<file path="src/rtl/inst_align_buf_pkg.sv">
// inst_align_buf_pkg: shared instruction and fetch-line width constants for the alignment buffer
package inst_align_buf_pkg;
  localparam int RV32_INST_WIDTH = 32;
  localparam int IMEM_DATA_WIDTH = 128;
  typedef logic [RV32_INST_WIDTH-1:0] inst_t;
endpackage

</file>
<file path="src/rtl/inst_align_buf_if.sv">
// inst_align_if: fetch-side and dispatch-side signals of the instruction alignment buffer
interface inst_align_if import inst_align_buf_pkg::*; #(
  parameter int FETCH_W = 4,
  parameter int DISP_W = 2,
  parameter int DEPTH = 8
);
  logic i_flush;
  logic i_fetch_vld;
  logic [FETCH_W*RV32_INST_WIDTH-1:0] i_fetch_data;
  logic [$clog2(FETCH_W)-1:0] i_fetch_ofs;
  logic o_fetch_rdy;
  logic [DISP_W-1:0] o_inst_vld;
  logic [DISP_W*RV32_INST_WIDTH-1:0] o_inst;
  logic [$clog2(DISP_W):0] i_deq_num;
  logic [$clog2(DEPTH):0] o_count;
  modport master (
    output i_flush, i_fetch_vld, i_fetch_data, i_fetch_ofs, i_deq_num,
    input o_fetch_rdy, o_inst_vld, o_inst, o_count
  );
  modport slave (
    input i_flush, i_fetch_vld, i_fetch_data, i_fetch_ofs, i_deq_num,
    output o_fetch_rdy, o_inst_vld, o_inst, o_count
  );
endinterface

</file>
<file path="src/rtl/inst_align_wr.sv">
// inst_align_wr: per-entry write enable and source slot for a fetch line landing at the tail
module inst_align_wr #(
  parameter int FETCH_W = 4,
  parameter int DEPTH = 8
) (
  input logic en,
  input logic [$clog2(DEPTH)-1:0] tail,
  input logic [$clog2(FETCH_W)-1:0] ofs,
  output logic [DEPTH-1:0] we,
  output logic [DEPTH-1:0][$clog2(FETCH_W)-1:0] slot
);
  localparam int AW = $clog2(DEPTH);
  localparam int OW = $clog2(FETCH_W);
  localparam int CW = AW + 1;
  logic [DEPTH-1:0][AW-1:0] rel;
  // rel is the entry's distance from tail; entries within n = FETCH_W-ofs of tail take slot ofs+rel
  always_comb begin
    for (int e = 0; e < DEPTH; e++) begin
      rel[e] = AW'(e) - tail;
      we[e] = en && (CW'(rel[e]) + CW'(ofs) < CW'(FETCH_W));
      slot[e] = OW'(rel[e]) + ofs;
    end
  end
endmodule

</file>
<file path="src/rtl/inst_align_buf.sv">
// inst_align_buf: circular instruction FIFO realigning fetch lines into contiguous dispatch lanes
module inst_align_buf import inst_align_buf_pkg::*; #(
  parameter int FETCH_W = 4,
  parameter int DISP_W = 2,
  parameter int DEPTH = 8
) (
  input logic i_clk,
  input logic i_rst_n,
  inst_align_if.slave bus
);
  localparam int AW = $clog2(DEPTH);
  localparam int CW = AW + 1;
  localparam int OW = $clog2(FETCH_W);
  logic [CW-1:0] head, tail, count, n, deq, vld_cnt;
  logic rdy, enq;
  logic [FETCH_W-1:0][RV32_INST_WIDTH-1:0] line;
  logic [DISP_W-1:0][RV32_INST_WIDTH-1:0] lanes;
  logic [DISP_W-1:0] vld;
  logic [DEPTH-1:0] we;
  logic [DEPTH-1:0][OW-1:0] slot;
  inst_t mem [DEPTH];
  assign line = bus.i_fetch_data;
  assign rdy = CW'(DEPTH) - count >= CW'(FETCH_W);
  assign enq = bus.i_fetch_vld && rdy && !bus.i_flush;
  assign n = CW'(FETCH_W) - CW'(bus.i_fetch_ofs);
  assign vld_cnt = count < CW'(DISP_W) ? count : CW'(DISP_W);
  // over-requested dequeues clamp to the lanes actually valid
  assign deq = CW'(bus.i_deq_num) > vld_cnt ? vld_cnt : CW'(bus.i_deq_num);
  inst_align_wr #(.FETCH_W(FETCH_W), .DEPTH(DEPTH)) u_wr (
    .en(enq),
    .tail(tail[AW-1:0]),
    .ofs(bus.i_fetch_ofs),
    .we(we),
    .slot(slot)
  );
  always_ff @(posedge i_clk or negedge i_rst_n) begin
    if (!i_rst_n) begin
      head <= '0;
      tail <= '0;
      count <= '0;
    end else if (bus.i_flush) begin
      head <= '0;
      tail <= '0;
      count <= '0;
    end else begin
      head <= head + deq;
      tail <= tail + (enq ? n : '0);
      count <= count + (enq ? n : '0) - deq;
    end
  end
  always_ff @(posedge i_clk) begin
    for (int e = 0; e < DEPTH; e++)
      if (we[e]) mem[e] <= line[slot[e]];
  end
  // lanes index from head independently, so a lane pair may straddle lines and the wrap point
  always_comb begin
    for (int j = 0; j < DISP_W; j++) begin
      vld[j] = count > CW'(j);
      lanes[j] = vld[j] ? mem[AW'(head[AW-1:0] + AW'(j))] : '0;
    end
  end
  assign bus.o_fetch_rdy = rdy;
  assign bus.o_inst_vld = vld;
  assign bus.o_inst = lanes;
  assign bus.o_count = count;
  a_deq_legal: assert property (@(posedge i_clk) disable iff (!i_rst_n || bus.i_flush)
    CW'(bus.i_deq_num) <= vld_cnt);
endmodule

</file>
<file path="src/flat_wrapper.sv">
// flat-port wrapper written by rule: the top's interface ports become plain ports
module inst_align_buf_flat import inst_align_buf_pkg::*;
#(
  parameter int FETCH_W = 4,
  parameter int DISP_W = 2,
  parameter int DEPTH = 8
)
  (i_clk, i_rst_n, bus_i_flush, bus_i_fetch_vld, bus_i_fetch_data, bus_i_fetch_ofs, bus_i_deq_num, bus_o_fetch_rdy, bus_o_inst_vld, bus_o_inst, bus_o_count);
  inst_align_if #(.FETCH_W(FETCH_W), .DISP_W(DISP_W), .DEPTH(DEPTH)) bus_i ();
  input logic i_clk;
  input logic i_rst_n;
  input wire logic [$bits(bus_i.i_flush)-1:0] bus_i_flush;
  input wire logic [$bits(bus_i.i_fetch_vld)-1:0] bus_i_fetch_vld;
  input wire logic [$bits(bus_i.i_fetch_data)-1:0] bus_i_fetch_data;
  input wire logic [$bits(bus_i.i_fetch_ofs)-1:0] bus_i_fetch_ofs;
  input wire logic [$bits(bus_i.i_deq_num)-1:0] bus_i_deq_num;
  output wire logic [$bits(bus_i.o_fetch_rdy)-1:0] bus_o_fetch_rdy;
  output wire logic [$bits(bus_i.o_inst_vld)-1:0] bus_o_inst_vld;
  output wire logic [$bits(bus_i.o_inst)-1:0] bus_o_inst;
  output wire logic [$bits(bus_i.o_count)-1:0] bus_o_count;
  assign bus_i.i_flush = bus_i_flush;
  assign bus_i.i_fetch_vld = bus_i_fetch_vld;
  assign bus_i.i_fetch_data = bus_i_fetch_data;
  assign bus_i.i_fetch_ofs = bus_i_fetch_ofs;
  assign bus_i.i_deq_num = bus_i_deq_num;
  assign bus_o_fetch_rdy = bus_i.o_fetch_rdy;
  assign bus_o_inst_vld = bus_i.o_inst_vld;
  assign bus_o_inst = bus_i.o_inst;
  assign bus_o_count = bus_i.o_count;
  inst_align_buf #(.FETCH_W(FETCH_W), .DISP_W(DISP_W), .DEPTH(DEPTH)) u_core (.i_clk(i_clk), .i_rst_n(i_rst_n), .bus(bus_i));
endmodule
</file>
<file path="config.mk">
export PLATFORM = sky130hd
export DESIGN_NAME = inst_align_buf_flat
export DESIGN_NICKNAME = d
export VERILOG_FILES = /design/src/rtl/inst_align_buf_pkg.sv /design/src/rtl/inst_align_buf_if.sv /design/src/rtl/inst_align_wr.sv /design/src/rtl/inst_align_buf.sv /design/src/flat_wrapper.sv
export SDC_FILE = /design/constraint.sdc
export NUM_CORES = 1
export LEC_CHECK = 0
export CAP_MARGIN = 20
export CORE_MARGIN = 8
export CORE_UTILIZATION = 40
export DETAILED_ROUTE_END_ITERATION = 8
export PLACE_DENSITY = 0.71
export SLEW_MARGIN = 15
export SYNTH_ARGS = -nofsm -noshare
export SYNTH_HDL_FRONTEND = slang
export SYNTH_SLANG_ARGS = --single-unit
</file>
<file path="constraint.sdc">
create_clock -name i_clk -period 4.32 [get_ports i_clk]
set_input_delay 0.864 -clock i_clk [delete_from_list [all_inputs] [get_ports i_clk]]
set_output_delay 0.864 -clock i_clk [all_outputs]
set_load 0.01 [all_outputs]
</file>
==> results_dict.tcl <==
set metrics [dict create \
    clk_latency_ps 540 \
    cp.depth 5 \
    post_cts_buffers 0 \
    num_rows 72 \
    seqPwrFrac 0.271 \
    crit_buf_inv 2 \
    peakVddDrop_mv 0.582 \
    end_kind "primary output" \
    io_pins 207 \
    clock_path_buffers 3 \
    cts_tree "yes" \
    grt_usage 0.185 \
    synth-compound-area-share 0.0437 \
    yosys_register_bits 266 \
    max_stage_delay_ps 580 \
    crit_fanout 64 \
    cp_cell_sequence "ha_4 -> buf_12 -> mux4_2 -> a22o_1 -> clkdlybuf4s50_1" \
    grt_pass1_vias 10200 \
    cts.clk_slew.worst_paths_ps 60 \
    firstDrtPassIters 5 \
    nets 1135 \
    antenna_found_initial 5 \
    synthMuxAreaShare 0.374 \
    drc 0 \
    synth_flop_cell "edfxtp_1" \
    synth-simple-area-share 0.0123 \
    finalClockSkew_ps 9.39 \
    worst_hold_slack_ps 661 \
    outcome "completed" \
    drtIter0Drc 689 \
    worstPathArrival_ps 3170 \
    grt_max_degree 130 \
    r2r_cells 12 \
    p_leak_nw 6.14 \
    p_sw_frac 0.349 \
    dieWidth_um 213 \
    final.period_utilization 0.934 \
    worst_slew_pin_slew_ps 1010 \
    timing.max_cap.violations 0 \
    grt_pass1_wl_mm 63.0 \
    synth_nets 938 \
    synth_top_area_frac 0.493 \
    synth_xor_xnor_area_share 0.00506 \
    vias 9350 \
    grt.overflow.total 0 \
    cts-root-buf "clkbuf_16" \
    synthAdderAreaFrac 0.0260 \
    viasPerCell 6.18 \
    fmax_mhz 248 \
    cp.required_ps 3460 \
    slew_violations 0 \
    period_minus_slack_ps 4040 \
    drtAntennaViolNets 0 \
    cp_slowest_cell "mux4_2" \
    initial_core_util 0.404 \
    synth.largest_area_cell "edfxtp_1" \
    place_area_um2 18400 \
    critPathLaunch "u_core.head[0]" \
    synthTopCellsByArea "edfxtp_1 (49%), mux4_2 (37%), a22o_1 (3.6%)" \
    wl_per_cell_um 28.3 \
    setup_viol 0 \
    clock-sinks 266 \
    final_layout_size_suffix_gt1_frac 0.357 \
    dieArea_um2 45600 \
    r2r_end "u_core.bus.o_count[3]" \
    htreeDepth 1 \
    ys_types 37 \
    final_cell_area_um2 19300 \
    start_kind "flop" \
    n_fill_cell 3140 \
    tns_ps 0 \
    hold_class "in -> async" \
    hold_buffers 0 \
    rsz0062_at_grt "no" \
    syn_inst 775 \
    netlist_area_um2 15600 \
    pwr-share-clk 0.170 \
    yosys_warnings 0 \
    drt-total-wl_mm 42.8 \
    core_area_um2 38600 \
    powerDensity_nw_per_um2 684 \
    power_frac_comb 0.560 \
    cpLargestDelayFamily "buffers and inverters" \
    die_y_um 213 \
    total_power_w 0.0132 \
    relSlewSlack 0.323 \
    avgSynthCellArea_um2 20.1 \
    async_flop_share 0.0376 \
    synth-seq-area-share 0.509 \
    p_sw_w 0.00460 \
    rrSetupSlack_ps 600 \
    syn_to_final_growth_pct 23.7 \
    synth_edf_count 256 \
    regToRegStartpoint "u_core.bus.o_count[1]" \
    gp_congestion 0.802 \
    io_buffers 206 \
    crit_end "bus_o_inst[62]" \
    cts_buffers 27 \
    cts-resized-gates 0 \
    path_class "reg -> out" \
    p_int_w 0.00859 \
    hold_viol 0 \
    synth_top_family_by_area "multiplexers" \
    place_hpwl_mm 28.4 \
]
## per-layer routing
layer	track usage	share of wire
met1	0.230	0.39
met2	0.325	0.52
met3	0.0373	0.071
met4	0.0558	0.023
met5	0	0.00077
## area by class of cell
cell class / count / area (um^2) / area share
diodes: 3 / 7.51 / 0.000389
clock inverters: 13 / 109 / 0.00565
clock buffers: 35 / 736 / 0.0382
flip-flops and latches: 266 / 7950 / 0.412
inverters: 19 / 72.6 / 0.00376
repair buffers: 239 / 2420 / 0.126
well taps: 518 / 648 / 0.0336
multi-input cells: 419 / 7340 / 0.381
## state kept, by name (all words and copies together) (netlist names)
register            flops
u_core.mem            256
u_core.head             3
u_core.tail             3
u_core.bus.o_count      4
## cell usage after synthesis, drive strengths merged, types with 3 or more instances
cell type,number
mux4,256
xnor2,5
a211oi,3
clkbuf,8
xor2,4
buf,63
ha,18
mux2,3
nor2b,6
fa,9
mux2i,4
nand2b,4
dfrtp,10
inv,18
a21oi,6
nor2,13
a22o,64
nand2,7
edfxtp,256
## worst register-to-register path: stages, from the launching register on
cell and delay [ps]:
dfrtp_1 430, or3_1 420, clkinv_2 170, ha_1 270
nor2b_1 130, o21ai_0 280, mux2_2 430, fa_1 500
inv_1 80, ha_1 300, a21o_1 170, a2111o_1 390
o21ai_0 80
## cell families (layout without fill, tap and decap cells)
group	count (synthesis)	after routing
AOI/OAI and AO/OA	81	81
xor gates and xnor gates	9	9
adders and majority gates	27	27
buffers and inverters	90	306
DFF	266	266
muxes	263	263
other	1	4
and+or+nand+nor	38	38
## through the flow
stage          setup slack (ps)   util  instances
2_1_floorplan               465      -        775
3_3_place_gp                405  0.478       1461
3_5_place_dp                251  0.478       1461
4_1_cts                     214  0.500       1509
5_1_grt                     105  0.500       1510
6_report                    283  0.500       1512
## placed cells by master, fill, tap and decap left out, drive strengths merged, types with 9 or more instances in the layout
cell type	instances
mux4	256
edfxtp	256
clkdlybuf4s50	206
a22o	64
clkbuf	35
buf	33
inv	21
ha	18
nor2	13
dfrtp	10
fa	9
clkinv	9
## worst min-delay path by stage
stage | to | slack [ps] | cells after the start
floorplan | u_core.bus.o_count[0] | 570 | 0
finish | u_core.bus.o_count[3] | 660 | 1
global placement | u_core.head[2] | 640 | 2
detailed placement | u_core.head[2] | 690 | 2
CTS | u_core.bus.o_count[3] | 640 | 1
global route | u_core.bus.o_count[3] | 670 | 1
## power groups by stage
stage | logic, W | registers, W | clock network, W
global route | 0.00788 | 0.00360 | 0.00238
CTS | 0.00752 | 0.00357 | 0.00229
global placement | 0.00744 | 0.00360 | 0
detailed placement | 0.00750 | 0.00362 | 0
finish | 0.00738 | 0.00357 | 0.00224
floorplan | 0.00464 | 0.00356 | 0
Note: power is estimated with default switching activity, not from simulation.
